<file path="src/rtl/mul16_seq.sv">
// mul16_seq: sequential 16x16 shift-and-add multiplier with a start/busy/done
// handshake. One multiplier bit is retired per cycle, so the product is ready
// 16 cycles after the request is accepted, whatever the operand values.
//
// Optional feature macro: MUL16_SIGNED_EN
//   defined   -> signed_op selects a two's-complement multiply (sign/magnitude
//                capture plus a final negation of the magnitude product).
//   undefined -> signed_op is ignored; every operation is unsigned.
//
// The registered product halves feed the writeback select mux directly, so
// they only change on the final iteration edge and otherwise hold.
module mul16_seq (
    input  logic        clk,
    input  logic        reset_n,
    input  logic        start,
    input  logic [15:0] a,
    input  logic [15:0] b,
    input  logic        signed_op,
    output logic        busy,
    output logic        done,
    output logic [15:0] prod_hi,
    output logic [15:0] prod_lo,
    output logic        prod_ovf
);

    localparam int DATA_W = 16;
    localparam int PROD_W = 2 * DATA_W;

    typedef enum logic [1:0] {
        ST_IDLE = 2'd0,
        ST_RUN  = 2'd1,
        ST_DONE = 2'd2
    } state_t;

    state_t              state;
    logic [PROD_W-1:0]   mcand;     // zero-extended multiplicand magnitude
    logic [DATA_W-1:0]   mplier;    // multiplier, shifted right each iteration
    logic [PROD_W-1:0]   acc;       // partial-product accumulator
    logic [3:0]          cnt;       // iteration index, 0..15

    logic                accept;
    logic [DATA_W-1:0]   cap_a;
    logic [DATA_W-1:0]   cap_b;
    logic [PROD_W-1:0]   addend;
    logic [PROD_W-1:0]   acc_nxt;
    logic [PROD_W-1:0]   res;
    logic                ovf_nxt;

    // Overflow rule: the product must be representable in 16 bits, either as
    // an unsigned value or as a sign-extended two's-complement value.
    function automatic logic ovf_chk(input logic [PROD_W-1:0] p,
                                     input logic              is_signed);
        if (is_signed)
            return p[PROD_W-1:DATA_W] != {DATA_W{p[DATA_W-1]}};
        else
            return p[PROD_W-1:DATA_W] != '0;
    endfunction

`ifdef MUL16_SIGNED_EN
    // Magnitude of a two's-complement operand. -32768 maps to 0x8000, which
    // is then used as the unsigned value 32768.
    function automatic logic [DATA_W-1:0] mag16(input logic signed [DATA_W-1:0] v);
        logic signed [DATA_W-1:0] n;
        n = -v;
        return v[DATA_W-1] ? $unsigned(n) : $unsigned(v);
    endfunction

    // Two's-complement negation of the full-width magnitude product.
    function automatic logic [PROD_W-1:0] neg32(input logic [PROD_W-1:0] v);
        return ~v + {{(PROD_W-1){1'b0}}, 1'b1};
    endfunction

    logic neg;   // result must be negated at the end
    logic sop;   // operation in flight is a signed multiply

    // Latch the result sign and the operating mode on the accepting edge.
    always_ff @(posedge clk or negedge reset_n) begin
        if (!reset_n) begin
            neg <= 1'b0;
            sop <= 1'b0;
        end else if (accept) begin
            neg <= signed_op & (a[DATA_W-1] ^ b[DATA_W-1]);
            sop <= signed_op;
        end
    end
`else
    logic unused_signed_op;
    assign unused_signed_op = signed_op;
`endif

    // A request is taken whenever no iteration is in progress, including the
    // DONE cycle, which allows back-to-back operation.
    assign accept = (state != ST_RUN) && start;

    // Operand capture values and the per-iteration accumulate/finish datapath.
    always_comb begin
`ifdef MUL16_SIGNED_EN
        cap_a = signed_op ? mag16(a) : a;
        cap_b = signed_op ? mag16(b) : b;
`else
        cap_a = a;
        cap_b = b;
`endif
        addend  = mplier[0] ? (mcand << cnt) : '0;
        acc_nxt = acc + addend;
`ifdef MUL16_SIGNED_EN
        res     = neg ? neg32(acc_nxt) : acc_nxt;
        ovf_nxt = ovf_chk(res, sop);
`else
        res     = acc_nxt;
        ovf_nxt = ovf_chk(res, 1'b0);
`endif
    end

    // Control FSM with registered handshake outputs and the iteration datapath.
    always_ff @(posedge clk or negedge reset_n) begin
        if (!reset_n) begin
            state    <= ST_IDLE;
            busy     <= 1'b0;
            done     <= 1'b0;
            prod_hi  <= '0;
            prod_lo  <= '0;
            prod_ovf <= 1'b0;
            mcand    <= '0;
            mplier   <= '0;
            acc      <= '0;
            cnt      <= '0;
        end else begin
            case (state)
                ST_IDLE, ST_DONE: begin
                    done <= 1'b0;
                    if (accept) begin
                        state  <= ST_RUN;
                        busy   <= 1'b1;
                        mcand  <= {{DATA_W{1'b0}}, cap_a};
                        mplier <= cap_b;
                        acc    <= '0;
                        cnt    <= '0;
                    end else begin
                        state  <= ST_IDLE;
                    end
                end
                ST_RUN: begin
                    acc    <= acc_nxt;
                    mplier <= mplier >> 1;
                    cnt    <= cnt + 4'd1;
                    if (cnt == 4'd15) begin
                        state    <= ST_DONE;
                        busy     <= 1'b0;
                        done     <= 1'b1;
                        prod_hi  <= res[PROD_W-1:DATA_W];
                        prod_lo  <= res[DATA_W-1:0];
                        prod_ovf <= ovf_nxt;
                    end
                end
                default: begin
                    state <= ST_IDLE;
                    busy  <= 1'b0;
                    done  <= 1'b0;
                end
            endcase
        end
    end

endmodule

</file>
<file path="config.mk">
export PLATFORM = sky130hd
export DESIGN_NAME = mul16_seq
export DESIGN_NICKNAME = d
export VERILOG_FILES = /design/src/rtl/mul16_seq.sv
export SDC_FILE = /design/constraint.sdc
export NUM_CORES = 1
export LEC_CHECK = 0
export CELL_PAD_IN_SITES_DETAIL_PLACEMENT = 0
export CELL_PAD_IN_SITES_GLOBAL_PLACEMENT = 1
export CORE_MARGIN = 2
export CORE_UTILIZATION = 39
export DETAILED_ROUTE_END_ITERATION = 8
export PLACE_DENSITY_LB_ADDON = 0.1
export SLEW_MARGIN = 5
export SYNTH_ARGS = -nofsm -noshare
export SYNTH_HDL_FRONTEND = slang
export SYNTH_SLANG_ARGS = --single-unit
</file>
<file path="constraint.sdc">
create_clock -name clk -period 3.55 [get_ports clk]
set_input_delay 0.355 -clock clk [delete_from_list [all_inputs] [get_ports clk]]
set_output_delay 0.355 -clock clk [all_outputs]
set_load 0.01 [all_outputs]
</file>
==> results.cfg <==
[logic_synthesis]
synth_cells = 746
syn_area_mm2 = 0.00643
yosysWarnings = 0
ys_seq_area_frac = 0.404
synthArstFlopShare = 1.00
synth_top_family_by_area = simple AND/OR/NAND/NOR gates
synth-compound-area-share = 0.189
syn_area_per_cell_um2 = 8.63
synth_edf_count = 0
synth_flop_cell = dfrtp_1
yosys.area_share.xor_xnor = 0.0434
synth_nets = 815
synth_seq_cells = 104
yosys.area_share.simple = 0.212
synthMuxAreaShare = 0.0517
synth_fa_ha_area_frac = 0.0653
yosysUniqueCellTypes = 66

[die]
pin_count = 71
die_w_um = 132
core.rowCount = 46
initial_core_util = 0.402
core_area_mm2 = 0.0160
dieArea_mm2 = 0.0175
fp.dieH_um = 132

[worst_setup_path]
rr_worst_depth = 16
criticalPathCategory = reg -> reg
critPathCaptureType = flop
cp.required_ns = 3.78
crit_path_start_kind = flop
crit_fanout = 4
r2r_start = cnt[0]$_DFFE_PN0P_
r2r_end = prod_ovf$_DFFE_PN0P_
cp.arrival_ns = 4.18
timing.reg2reg.setup_slack_ns = -0.40

[route]
vias = 6160
drcViolationCount = 0
wirelength_um = 20600
firstDrtPassIters = 4
drt-wirelength-per-cell_um = 17.4
ant_nets = 0
via_per_inst = 5.22
drtIter0Drc = 363

[cells_and_area]
stdcell_count = 1180
nNetsFinal = 1028
final_core_util = 0.617
antennaDiodeCount = 0
fillers = 1416
drive_gt1_frac = 0.359
area_growth_syn_to_layout_pct = 53.5

[global_route]
grt_pass1_wl_um = 32900
grt_util_all_layers = 0.234
grt_max_degree = 55
grt_overflow = 0
grt_pass1_vias = 6364
antenna_found_initial = 0

[timing]
setup_viol = 13
worst_clock_skew_ns = 0.00869
hold_viol = 0
min_period_ns = 3.95
rsz0062_at_grt = yes
setup_tns_ns = -2.86
slew_headroom = 0.451
max_freq_ghz = 0.253
fin_crit_sh = 1.11
worst_pin_slew_ns = 0.823
setup_slack_ns = -0.395
drv_slew = 0

[power]
p_per_area_mw_per_mm2 = 1240
leakage_uw = 0.00453
ir_drop_uv = 521

[hold_path]
worstHoldPathType = in -> async

[cts]
numCtsBuffers = 9
clkLatencyLatePin_ns = 0.36
cts_sinks = 104
cts.htree.levels = 3
postCtsHoldBufs = 0
cts_tree = done
clk_pin_slew_ns = 0.07
cts_root_buf = clkbuf_16
cts_max_path_buffers = 2

[run_status]
violations = negative setup slack
status = complete, but fails checks

[placement]
gp_congestion = 0.933
dp_cells = 1147
hpwl_um = 14800
io_buffers = 69
pre_cts_ws_ns = -0.495

[flow_run]
cap_violations = 0
[stage by stage]
step | total power (uW) | instance area [um^2] | hold WS (ns)
3_3_place_gp | 9270 | 8500 | 0.424
4_1_cts | 10900 | 9130 | 0.0484
6_report | 12300 | 9880 | 0.0237
3_5_place_dp | 9350 | 8500 | 0.435
5_1_grt | 13200 | 9880 | 0.0730
2_1_floorplan | 5850 | 6470 | 0.0594
[placed cells by master, fill, tap and decap left out, drive strengths merged, types with 4 or more instances in the layout]
cell           count
a22o              27
xor2              19
nor2b              9
a21oi             47
a21o               9
and2               4
xnor2             12
buf              178
nand2b             5
nand2            175
o21ai             34
o32ai              4
dfrtp            104
nor3              14
ha                32
a211oi             9
o22ai             16
and4               4
nand4             10
mux2i             22
nor4               5
clkbuf            14
inv               11
o211ai             5
nand3              8
clkdlybuf4s50     68
mux2               6
nor2              76
and3               4
[Yosys cell counts (2+ instances only)]
cell type	number	area (um^2)
nand2_1	175	657
dfrtp_1	104	2600
nor2_1	76	285
a21oi_1	43	215
clkbuf_1	36	135
ha_1	32	400
o21ai_0	30	150
a22o_1	27	236
mux2i_1	22	220
xor2_1	18	158
o22ai_1	16	100
nor3_1	13	65.1
xnor2_1	12	105
nand4_1	10	62.6
a21o_1	9	67.6
inv_1	9	33.8
nor2b_1	9	56.3
a211oi_1	8	60.1
nand3_1	7	35.0
buf_2	6	30.0
mux2_2	6	67.6
nand2b_1	5	31.3
a21oi_2	4	35.0
and3_1	4	25.0
buf_1	4	15.0
o211ai_1	4	30.0
and2_1	3	18.8
and4_1	3	26.3
nor4_1	3	18.8
o21ai_1	3	15.0
o32ai_1	3	26.3
a31o_2	2	17.5
a31oi_1	2	12.5
mux4_2	2	45.0
nor4_2	2	25.0
o21a_1	2	15.0
o21bai_1	2	15.0
o311a_1	2	20.0
[worst max path at each step]
stage | slack, ns | startpoint | to
final | -0.40 | cnt[0]$_DFFE_PN0P_ | prod_ovf$_DFFE_PN0P_
after global routing | -0.52 | cnt[0]$_DFFE_PN0P_ | prod_ovf$_DFFE_PN0P_
after CTS | -0.27 | cnt[0]$_DFFE_PN0P_ | prod_ovf$_DFFE_PN0P_
after detailed placement | -0.49 | cnt[0]$_DFFE_PN0P_ | prod_ovf$_DFFE_PN0P_
after global placement | -0.47 | cnt[0]$_DFFE_PN0P_ | prod_ovf$_DFFE_PN0P_
after floorplan | 0.006 | cnt[1]$_DFFE_PN0P_ | prod_ovf$_DFFE_PN0P_
[state kept, by name, summed over array words and instances (netlist names)]
register	flops
busy	1
mcand	16
acc	32
prod_ovf	1
prod_lo	16
mplier	16
prod_hi	16
cnt	4
state	2
[where the power goes]
part | switching [uW] | internal [uW] | leakage, uW
registers | 445 | 1740 | 0.00131
clock network | 478 | 524 | 0.000141
logic | 4420 | 4680 | 0.00308
[layout make-up]
class	instances	area, um^2	area share
clock buffer	12	256	0.0260
inverter	10	37.5	0.00380
tap	216	270	0.0274
timing repair buffer	248	2150	0.218
sequential	104	2610	0.264
clock inverter	4	36.3	0.00367
multi-input combinational	586	4520	0.458
[layer usage]
layer | GRT usage | part of all wire | vias to the layer above
met1 | 0.314 | 0.47 | 2960
met4 | 0.0735 | 0.023 | 0
met2 | 0.387 | 0.49 | 123
met3 | 0.0379 | 0.025 | 33
li1 | - | - | 3044
met5 | 0 | 0 | -
[critical path, stage by stage (launching register included)]
cell and delay [ns]:
dfrtp_2 0.46, buf_4 0.15, buf_6 0.12, mux2i_4 0.20, mux2_4 0.32, buf_4 0.15, nor3_4 0.11, ha_1 0.29
o211ai_1 0.33, o211ai_4 0.16, a41oi_4 0.26, o21ai_2 0.12, a21o_1 0.23, a221o_1 0.37, a21oi_2 0.18, xor2_2 0.25
a31oi_1 0.12
[cells by family after synthesis]
family / Yosys count
AND/OR/NAND/NOR: 317
AO/OA/AOI/OAI: 175
multiplexers: 30
adder cells (fa/ha/maj): 33
XOR/XNOR: 31
buffers and inverters: 56
flip-flops: 104
[what timing repair did]
action                     in CTS  in global routing
cloned                          0                  3
resized for setup              59                122
setup endpoints to repair      27                 30
buffers inserted                4                 14
hold endpoints to repair        0                  0
pin swaps                      22                 59
Power figures use the tool's default switching activity.
